File: src/rtl/pwm_pkg.sv
// ---------------------------------------------------------------------------
// pwm_pkg
// Shared definitions for the PWM generators and the PWM capture block:
//   - default clock / PWM frequency / samples-per-period parameters
//   - derived sample-tick divider (clocks per PWM sample)
//   - on_time / period widths and the capture FSM state type
// No ports; import with pwm_pkg::*.
// ---------------------------------------------------------------------------
package pwm_pkg;

  localparam int DEF_MAIN_FREQ   = 50_000_000;  // CLOCK_50, Hz
  localparam int DEF_PWM_FREQ    = 1000;        // nominal PWM frequency, Hz
  localparam int DEF_PWM_S_CNT   = 200;         // samples per nominal period
  localparam int DEF_TIMEOUT_SMP = 1000;        // samples without a rising edge

  localparam int ON_TIME_W   = 8;               // shared with the generators
  localparam int PERIOD_W    = 16;
  localparam int ON_TIME_MAX = (1 << ON_TIME_W) - 1;
  localparam int PERIOD_MAX  = (1 << PERIOD_W) - 1;

  // Clocks per PWM sample; never below 1 so a tick always exists.
  function automatic int calc_div(input int main_freq, input int pwm_freq,
                                  input int s_cnt);
    int d;
    d = main_freq / (pwm_freq * s_cnt);
    return (d < 1) ? 1 : d;
  endfunction

  localparam int SAMPLE_DIV = calc_div(DEF_MAIN_FREQ, DEF_PWM_FREQ, DEF_PWM_S_CNT);

  typedef enum logic [1:0] {
    IDLE,
    MEASURE,
    STALL
  } cap_state_t;

endpackage

File: src/rtl/pwm_in_conditioner.sv
// ---------------------------------------------------------------------------
// pwm_in_conditioner
// Brings the asynchronous PWM line into the clock domain and reduces it to
// one decision point per PWM sample.
//   clk     in  system clock
//   rst_n   in  synchronous reset, active low
//   pwm_in  in  asynchronous PWM line
//   tick    out one-clock pulse per PWM sample (prescaler wrap at DIV-1)
//   level   out sampled (optionally filtered) line level, valid with tick
//   rise    out rising edge of level (level 1, previous sample 0), with tick
// Build option: GLITCH_FILTER_EN enables a 3-tap majority vote over
// consecutive samples, rejecting single-sample glitches at the cost of one
// sample of edge latency.
// ---------------------------------------------------------------------------
module pwm_in_conditioner
  import pwm_pkg::*;
#(
  parameter int DIV = SAMPLE_DIV
) (
  input  logic clk,
  input  logic rst_n,
  input  logic pwm_in,
  output logic tick,
  output logic level,
  output logic rise
);

  localparam int PW = (DIV > 1) ? $clog2(DIV) : 1;
  localparam logic [PW-1:0] WRAP = PW'(DIV - 1);

  logic          sync1, sync2;
  logic [PW-1:0] presc;
  logic          prev;
  logic          filt;

`ifdef GLITCH_FILTER_EN
  logic [1:0] hist;  // two previous raw samples, newest in bit 0
  assign filt = (sync2 & hist[0]) | (sync2 & hist[1]) | (hist[0] & hist[1]);
`else
  assign filt = sync2;
`endif

  // Synchronizer, history and prev all reset to 1: a line that is already
  // high (or the flops' own reset value) must never look like a fresh edge.
  always_ff @(posedge clk) begin
    if (!rst_n) begin
      sync1 <= 1'b1;
      sync2 <= 1'b1;
      presc <= '0;
      prev  <= 1'b1;
      tick  <= 1'b0;
      level <= 1'b1;
      rise  <= 1'b0;
`ifdef GLITCH_FILTER_EN
      hist  <= 2'b11;
`endif
    end else begin
      // NOTE: non-blocking assignments here so every flop samples the
      // pre-edge value of the others; blocking would collapse the 2-FF sync.
      sync1 <= pwm_in;
      sync2 <= sync1;
      tick  <= 1'b0;
      rise  <= 1'b0;
      if (presc == WRAP) begin
        presc <= '0;
        tick  <= 1'b1;
        level <= filt;
        rise  <= filt & ~prev;
        prev  <= filt;
`ifdef GLITCH_FILTER_EN
        hist  <= {hist[0], sync2};
`endif
      end else begin
        presc <= presc + 1'b1;
      end
    end
  end

endmodule

File: src/rtl/pwm_capture.sv
// ---------------------------------------------------------------------------
// pwm_capture
// Measures an external PWM line and reports its high time (in PWM samples,
// same 0..PWM_S_CNT scale as the generators) and its period.
//   CLOCK_50  in   system clock
//   RESET_N   in   synchronous reset, active low
//   pwm_in    in   asynchronous PWM line
//   on_time   out  [7:0]  last high time in samples, saturates at 255
//   period    out  [15:0] last period in samples, saturates at 65535
//   valid     out  one-clock pulse when on_time/period update
//   stalled   out  level: no rising edge for TIMEOUT_SMP samples
// Build option: GLITCH_FILTER_EN (see pwm_in_conditioner).
// ---------------------------------------------------------------------------
module pwm_capture
  import pwm_pkg::*;
#(
  parameter int MAIN_FREQ   = DEF_MAIN_FREQ,
  parameter int PWM_FREQ    = DEF_PWM_FREQ,
  parameter int PWM_S_CNT   = DEF_PWM_S_CNT,
  parameter int TIMEOUT_SMP = DEF_TIMEOUT_SMP
) (
  input  logic                 CLOCK_50,
  input  logic                 RESET_N,
  input  logic                 pwm_in,
  output logic [ON_TIME_W-1:0] on_time,
  output logic [PERIOD_W-1:0]  period,
  output logic                 valid,
  output logic                 stalled
);

  localparam int DIV = calc_div(MAIN_FREQ, PWM_FREQ, PWM_S_CNT);
  // on_time reported for a line stuck high: a full nominal period.
  localparam logic [ON_TIME_W-1:0] FULL_ON =
    ON_TIME_W'((PWM_S_CNT > ON_TIME_MAX) ? ON_TIME_MAX : PWM_S_CNT);
  localparam logic [PERIOD_W-1:0] TIMEOUT =
    PERIOD_W'((TIMEOUT_SMP > PERIOD_MAX) ? PERIOD_MAX : TIMEOUT_SMP);

  logic tick, level, rise;

  pwm_in_conditioner #(
    .DIV (DIV)
  ) u_cond (
    .clk    (CLOCK_50),
    .rst_n  (RESET_N),
    .pwm_in (pwm_in),
    .tick   (tick),
    .level  (level),
    .rise   (rise)
  );

  cap_state_t           state;
  logic [ON_TIME_W-1:0] high_cnt;
  logic [PERIOD_W-1:0]  per_cnt;
  logic [ON_TIME_W-1:0] high_inc;
  logic [PERIOD_W-1:0]  per_inc;
  logic [ON_TIME_W-1:0] stall_on;

  // Saturating next-count values; nothing ever wraps.
  assign per_inc  = (per_cnt == '1) ? per_cnt : per_cnt + 1'b1;
  assign high_inc = (level && high_cnt != '1) ? high_cnt + 1'b1 : high_cnt;
  assign stall_on = level ? FULL_ON : '0;

  // Edge is tested before timeout in every state, so an edge on the
  // timeout tick wins. The edge sample is the first high sample of the
  // new period, hence counters restart at 1, not 0.
  always_ff @(posedge CLOCK_50) begin
    if (!RESET_N) begin
      state    <= IDLE;
      high_cnt <= '0;
      per_cnt  <= '0;
      on_time  <= '0;
      period   <= '0;
      valid    <= 1'b0;
      stalled  <= 1'b0;
    end else begin
      valid <= 1'b0;
      if (tick) begin
        unique case (state)
          IDLE: begin
            if (rise) begin
              state    <= MEASURE;
              high_cnt <= ON_TIME_W'(1);
              per_cnt  <= PERIOD_W'(1);
            end else if (per_inc >= TIMEOUT) begin
              state   <= STALL;
              on_time <= stall_on;
              period  <= '0;
              valid   <= 1'b1;
              stalled <= 1'b1;
            end else begin
              per_cnt <= per_inc;
            end
          end
          MEASURE: begin
            if (rise) begin
              on_time  <= high_cnt;
              period   <= per_cnt;
              valid    <= 1'b1;
              stalled  <= 1'b0;
              high_cnt <= ON_TIME_W'(1);
              per_cnt  <= PERIOD_W'(1);
            end else if (per_inc >= TIMEOUT) begin
              state   <= STALL;
              on_time <= stall_on;
              period  <= '0;
              valid   <= 1'b1;
              stalled <= 1'b1;
            end else begin
              per_cnt  <= per_inc;
              high_cnt <= high_inc;
            end
          end
          STALL: begin
            // stalled stays up until the first full period is published.
            if (rise) begin
              state    <= MEASURE;
              high_cnt <= ON_TIME_W'(1);
              per_cnt  <= PERIOD_W'(1);
            end
          end
          default: state <= IDLE;
        endcase
      end
    end
  end

endmodule

File: config.mk
export PLATFORM = sky130hd
export DESIGN_NAME = pwm_capture
export DESIGN_NICKNAME = d
export VERILOG_FILES = /design/src/rtl/pwm_pkg.sv /design/src/rtl/pwm_in_conditioner.sv /design/src/rtl/pwm_capture.sv
export SDC_FILE = /design/constraint.sdc
export NUM_CORES = 1
export LEC_CHECK = 0
export BUFFER_PORTS_ARGS = -buffer_cell sky130_fd_sc_hd__buf_2
export CAP_MARGIN = 20
export CELL_PAD_IN_SITES_DETAIL_PLACEMENT = 0
export CELL_PAD_IN_SITES_GLOBAL_PLACEMENT = 1
export CORE_AREA = 2 2 82 84
export DETAILED_ROUTE_END_ITERATION = 12
export DIE_AREA = 0 0 84 86
export GPL_ROUTABILITY_DRIVEN = 0
export PLACE_DENSITY_LB_ADDON = 0.05
export SLEW_MARGIN = 20
export SYNTH_ARGS = -nofsm -noshare
export SYNTH_HDL_FRONTEND = slang
export SYNTH_HIERARCHICAL = 1
export SYNTH_SLANG_ARGS = --single-unit
File: constraint.sdc
create_clock -name CLOCK_50 -period 8.35 [get_ports CLOCK_50]
set_input_delay 0.4175 -clock CLOCK_50 [delete_from_list [all_inputs] [get_ports CLOCK_50]]
set_output_delay 0.4175 -clock CLOCK_50 [all_outputs]
set_load 0.03 [all_outputs]
==> flow_metrics.tcl, run 1 <==
set metrics [dict create \
    finalCritPeriodShare_pct 37.54 \
    port_buffers 28 \
    die_h_um 86 \
    register_area_um2 1301 \
    ys.flop_type "dfxtp_1" \
    numCtsBuffers 9 \
    muxShareOfSynthArea_pct 2.346 \
    arrival_ns 3.37 \
    worstPathRequired_ns 8.59 \
    maxCapViolations 0 \
    htree_levels 3 \
    post_cts_buffers 0 \
    clk_latency_ns 0.35 \
    slowest_delay_ns 0.47 \
    synthAdderAreaFrac_pct 1.676 \
    path_class "flop to flop" \
    ant_nets 0 \
    die_area_um2 7224 \
    synthSimpleGateAreaFrac_pct 23.46 \
    status "complete, no violations" \
    first_iter_violations 166 \
    ys_seq_elements 65 \
    drive_above_1_share_pct 17.32 \
    syn_inst 328 \
    dr.pass1.iters 4 \
    grt_usage_pct 19.65 \
    rr_worst_depth 10 \
    die_w_um 84 \
    r2r-start "per_cnt[1]" \
    cp-start-kind "flop" \
    clock_path_buffers 2 \
    min_from "pwm_in" \
    synth_top_family_by_area "simple AND/OR/NAND/NOR gates" \
    grt_pass1_vias 2317 \
    worst_pin_slew_ns 0.7295 \
    multi_input_area_um2 1536 \
    initial_utilization_pct 47.58 \
    cts_hold_buf 0 \
    synth_async_sr_flop_share_pct 0 \
    grt_antenna_before_repair 0 \
    worstHoldPathCells 2 \
    vias 2489 \
    syn_area_um2 2987 \
    grt_pass1_wl_um 11250 \
    grt_remaining_overflow 0 \
    r2r_setup_slack_ns 5.22 \
    cts_sinks 65 \
    finalSetupViolations 0 \
    crit_chain "ha_1 > nand4_1 > nor4_2 > o311ai_1 > nor4_4 > a211oi_2 > a21oi_2 > nor2_1 > buf_4 > a22o_1" \
    vdd_drop_max_mv 0.1087 \
    num_rows 29 \
    fmax_ghz 0.3190 \
    rsz0062_at_grt "no" \
    nets 360 \
    clk_pin_slew_ns 0.07 \
    synth_edf_count 0 \
    fin_util_pct 53.24 \
    r2r-end "period[1]" \
    slew_viol_final 0 \
    synthToLayoutAreaGrowth_pct 11.90 \
    holdPathEnd "u_cond/sync1" \
    powerDensity_nw_per_um2 182.3 \
    endpoint_kind "flop" \
    slew_headroom_pct 50.99 \
    yosysUniqueCellTypes 58 \
    ys_seq_area_share_pct 43.57 \
    finalWirelength_um 6553 \
    grt_max_degree 22 \
    ys_warn_count 6 \
    antenna_cells 0 \
    crit_path_max_fanout 21 \
    place_hpwl_um 4455 \
    holdCritPathClass "primary input to flop" \
    min_period_ns 3.135 \
    clock_skew_ns 0.01099 \
    synth_nets 335 \
    wl_per_cell_um 15.06 \
    cts_resized 0 \
    fp.coreArea_um2 6277 \
    cts_tree "done" \
    finalSetupTns_ns 0 \
    synthXorXnorAreaFrac_pct 1.466 \
    root_buffer "clkbuf_8" \
    leakagePower_nw 1.311 \
    synth_compound_area_share_pct 22.50 \
    crit_slowest_cell "nor4_2" \
    report.final.hold_viol_count 0 \
    fillers 579 \
    drcViolationCount 0 \
    syn_area_per_cell_um2 9.106 \
    boundaryPins 29 \
    viasPerCell 5.722 \
]
-- layout by cell type (no fill, tap or decap), drive strengths merged, types with 3 or more instances in the layout --
cell    instances
and3            5
nand4           6
and2           10
nand3          18
mux2i           7
nor3b           3
nand2          19
nor4            4
o211ai          3
o22ai           3
a31oi           4
dfxtp          65
a21oi          11
o31ai           3
a22o           21
inv            12
and4            3
clkbuf         14
buf            30
o21a            3
or3             9
nand2b          6
ha              4
nor3            7
xor2            3
nor2           32
o21ai          28
-- how the worst max path moves through the flow --
stage	from	to	slack, ns	depth (start not counted)
2_1_floorplan	per_cnt[0]	period[0]	5.72	10
3_3_place_gp	per_cnt[0]	period[8]	5.23	10
3_5_place_dp	per_cnt[0]	period[15]	5.21	10
4_1_cts	per_cnt[0]	on_time[2]	5.19	10
5_1_grt	per_cnt[0]	per_cnt[0]	4.90	9
6_report	per_cnt[1]	period[1]	5.22	10
-- state kept, by name, indices dropped and copies added (netlist names), 2 cells and up --
name,count
u_cond/presc,8
period,16
on_time,8
state,2
high_cnt,8
per_cnt,16
-- synth_stat cells, types with 2 or more instances --
cell type  number  area [µm²]
a21o_1          2       15.01
a21oi_1        10       50.05
a22o_1         21       183.9
a311oi_1        2       17.52
a31o_2          2       17.52
a31oi_1         4       25.02
and2_1          9       56.30
and3_1          5       31.28
and4_1          2       17.52
buf_2           4       20.02
buf_4           4       30.03
buf_6           3       33.78
clkbuf_1        3       11.26
dfxtp_1        65        1301
ha_1            4       50.05
inv_1          12       45.04
mux2i_1         7       70.07
nand2_1        19       71.32
nand2b_1        6       37.54
nand3_1        17       85.08
nand3b_1        2       15.01
nand4_1         4       25.02
nand4_2         2       25.02
nor2_1         32       120.1
nor3_1          7       35.03
nor3b_1         3       22.52
nor4_1          2       12.51
o211ai_1        3       22.52
o21a_1          3       22.52
o21ai_0        28       140.1
o22ai_1         3       18.77
o31ai_1         2       15.01
or3_1           8       50.05
xnor2_1         2       17.52
xor2_1          3       26.28
-- per-layer routing --
metal / up-vias / track usage (%) / share of wire [%]
met5: - / 0 / 0
met2: 61 / 31.35 / 46
li1: 1256 / - / -
met1: 1164 / 25.21 / 49
met4: 0 / 10.26 / 1.3
met3: 8 / 4.042 / 3.7
-- through the flow --
step                instances  cell area, µm²  total power [mW]  setup slack (ns)  hold slack, ns
floorplan                 328            2987            0.3311             5.718          0.3863
global placement          419            3134            0.3348             5.232          0.3928
detailed placement        419            3134            0.3350             5.209          0.3988
CTS                       435            3342            0.6183             5.189          0.2354
global route              435            3342            0.6326             4.903          0.2398
finish                    435            3342            0.6093             5.215          0.2517
-- kinds of logic (layout without fill, tap and decap cells) --
| logic type | after synthesis | after routing |
|---|---|---|
| adders and majority gates | 4 | 4 |
| AOI/OAI and AO/OA | 92 | 92 |
| xor gates and xnor gates | 5 | 5 |
| buffers and inverters | 28 | 58 |
| and+or+nand+nor | 127 | 127 |
| DFF | 65 | 65 |
| muxes | 7 | 7 |
-- worst max-delay path, delay by kind of cell, from the launching register on --
kind | cells | cell delay, ns
compound gates | 4 | 0.91
simple gates | 4 | 1.15
fa+ha+maj | 1 | 0.29
flops | 1 | 0.45
buf+inv | 1 | 0.22
-- final cells by class --
class | count | share of cell area [%]
Clock inverter | 2 | 1.048
Inverter | 12 | 1.348
Sequential cell | 65 | 38.94
Tap cell | 77 | 2.883
Timing Repair Buffer | 30 | 4.642
Multi-Input combinational cell | 235 | 45.98
Clock buffer | 14 | 5.167
-- power by group --
part	switching (mW)	internal [mW]	leakage (nW)	total, mW
Clock	0.119	0.162	0.107	0.282
Combinational	0.00836	0.00413	0.680	0.0125
Sequential	0.00266	0.313	0.525	0.315
Total	0.130	0.479	1.31	0.609
Note: power is estimated with default switching activity, not from simulation.
==> run 2, diff against run 1 <==
--- a/config.mk
+++ b/config.mk
@@ -9,9 +9,9 @@
 export CAP_MARGIN = 20
 export CELL_PAD_IN_SITES_DETAIL_PLACEMENT = 0
 export CELL_PAD_IN_SITES_GLOBAL_PLACEMENT = 1
-export CORE_AREA = 2 2 82 84
+export CORE_AREA = 2 2 90 92
 export DETAILED_ROUTE_END_ITERATION = 12
-export DIE_AREA = 0 0 84 86
+export DIE_AREA = 0 0 92 94
 export GPL_ROUTABILITY_DRIVEN = 0
 export PLACE_DENSITY_LB_ADDON = 0.05
 export SLEW_MARGIN = 20
==> constraint.sdc (replaced) <==
create_clock -name CLOCK_50 -period 2.8 [get_ports CLOCK_50]
set_input_delay 0.14 -clock CLOCK_50 [delete_from_list [all_inputs] [get_ports CLOCK_50]]
set_output_delay 0.14 -clock CLOCK_50 [all_outputs]
set_load 0.03 [all_outputs]
==> flow_metrics.tcl, run 2 (synthesis gave the netlist of run 1 again) <==
set metrics [dict create \
    status "complete, no violations" \
    pwr-share-comb_pct 2.2 \
    arrival_ns 2.96 \
    grt_pass1_vias 2401 \
    min_from "RESET_N" \
    finalSetupViolations 0 \
    path_class "flop to flop" \
    top_regs "per_cnt: 16 flops, period: 16 flops" \
    holdPathEnd "u_cond/sync1" \
    drive_above_1_share_pct 29.11 \
    dr.pass1.iters 4 \
    nets 397 \
    cp-start-kind "flop" \
    cts_sinks 65 \
    seq_power_share_pct 48.1 \
    min_period_ns 2.690 \
    switching_power_mw 0.3892 \
    grt_remaining_overflow 0 \
    num_rows 32 \
    maxCapViolations 0 \
    drcViolationCount 0 \
    boundaryPins 29 \
    worstHoldPathCells 2 \
    htree_levels 3 \
    root_buffer "clkbuf_8" \
    slew_viol_final 0 \
    holdCritPathClass "primary input to flop" \
    die_h_um 94 \
    clock_skew_ns 0.004812 \
    ant_nets 0 \
    first_iter_violations 104 \
    internal_power_mw 1.563 \
    p_total_mw 1.952 \
    place_hpwl_um 5030 \
    fmax_ghz 0.3718 \
    finalWirelength_um 7256 \
    viasPerCell 5.326 \
    slew_headroom_pct 50.03 \
    powerDensity_nw_per_um2 512.6 \
    r2r-start "per_cnt[6]" \
    final_cell_area_um2 3809 \
    die_area_um2 8648 \
    port_buffers 28 \
    clk_latency_ns 0.34 \
    setup.worst_path.start "per_cnt[6]" \
    vdd_drop_max_mv 0.3012 \
    worstPathRequired_ns 3.07 \
    initial_utilization_pct 39.26 \
    vias 2647 \
    r2r_setup_slack_ns 0.11 \
    finalCritPeriodShare_pct 96.06 \
    worst_pin_slew_ns 0.7438 \
    report.final.hold_viol_count 0 \
    dpl-instance-area_um2 3403 \
    r2r-end "per_cnt[7]" \
    cts_tree "done" \
    grt_usage_pct 17.05 \
    crit_path_max_fanout 9 \
    pwr-share-clk_pct 49.7 \
    fp.coreArea_um2 7607 \
    grt_max_degree 22 \
    numCtsBuffers 9 \
    leakagePower_nw 1.527 \
    endpoint_kind "flop" \
    grt_pass1_wl_um 11590 \
    swShare_pct 19.94 \
    synthToLayoutAreaGrowth_pct 27.52 \
    clk_pin_slew_ns 0.07 \
    grt_antenna_before_repair 0 \
    final_common_cell "dfxtp_1" \
    die_w_um 92 \
    fillers 726 \
    wl_per_cell_um 14.60 \
    clock_path_buffers 2 \
    layout_common_cells "dfxtp_1 (61), buf_4 (36), nor2_1 (31), buf_2 (28), o21ai_0 (27)" \
    rr_worst_depth 11 \
    antenna_cells 0 \
]
-- run 2: cell types whose count changed in the layout (fill, tap and decap cells not counted), sizes merged --
cell / before / now
bufinv: 1 / 3
clkbuf: 14 / 11
o21bai: 1 / 2
clkinvlp: 0 / 1
buf: 30 / 65
dlygate4sd3: 0 / 1
-- run 2: power by group through the flow --
stage	sequential (mW)	combinational, mW	clock [mW]
5_1_grt	0.940	0.0480	1.04
3_5_place_dp	0.961	0.0417	0
6_report	0.939	0.0430	0.970
2_1_floorplan	0.959	0.0283	0
3_3_place_gp	0.960	0.0418	0
4_1_cts	0.939	0.0433	1.01
-- run 2: worst max-delay path by stage --
stage | endpoint | slack (ns) | cells past startpoint
finish | per_cnt[7] | 0.11 | 11
global placement | per_cnt[7] | 0.05 | 9
global route | per_cnt[7] | -0.02 | 11
CTS | per_cnt[7] | 0.01 | 10
floorplan | period[7] | 0.17 | 10
detailed placement | per_cnt[7] | -0.001 | 9
-- run 2: per-layer routing --
layer,part of all wire [%],wire [µm],track usage (%)
met5,0,0,0
met4,1.8,134,7.836
met3,3.5,252,4.093
met2,46,3367,27.27
met1,48,3501,21.78
-- run 2: stage by stage --
step                setup slack (ns)    TNS, ns  utilization, %  hold slack (ns)  cells
floorplan                     0.1677          0               -           0.2130    328
global placement             0.04864          0           44.74           0.3265    474
detailed placement         -0.001018  -0.001018           44.74           0.3256    474
CTS                          0.01250          0           48.17          0.08076    491
global route                -0.01914   -0.03332           50.07           0.1190    497
finish                        0.1102          0           50.07           0.1145    497
-- run 2: critical path, stage by stage, from the launching register on --
cell and delay (ns):
dfxtp_1 0.35, buf_4 0.18, and4_4 0.25, nand3_2 0.12
o311ai_4 0.36, nor4_4 0.07, buf_4 0.17, a2111oi_4 0.27
buf_4 0.20, o21bai_4 0.11, or4_1 0.41, a21oi_1 0.12
-- run 2: what timing repair did --
action	4_1_cts	5_1_grt
cloned	0	1
setup buffers	0	5
setup endpoints to repair	1	40
pin swaps	0	7
hold endpoints to repair	1	0
hold buffers	1	0
resized for setup	1	23
-- run 2: area by class of cell --
type | count | area [µm²] | share of cell area (%)
inverters | 12 | 45.04 | 1.183
multi-input cells | 236 | 1645 | 43.20
clock inverters | 5 | 102.6 | 2.694
flip-flops and latches | 65 | 1306 | 34.30
repair buffers | 66 | 440.4 | 11.56
clock buffers | 11 | 141.4 | 3.712
well taps | 102 | 127.6 | 3.351
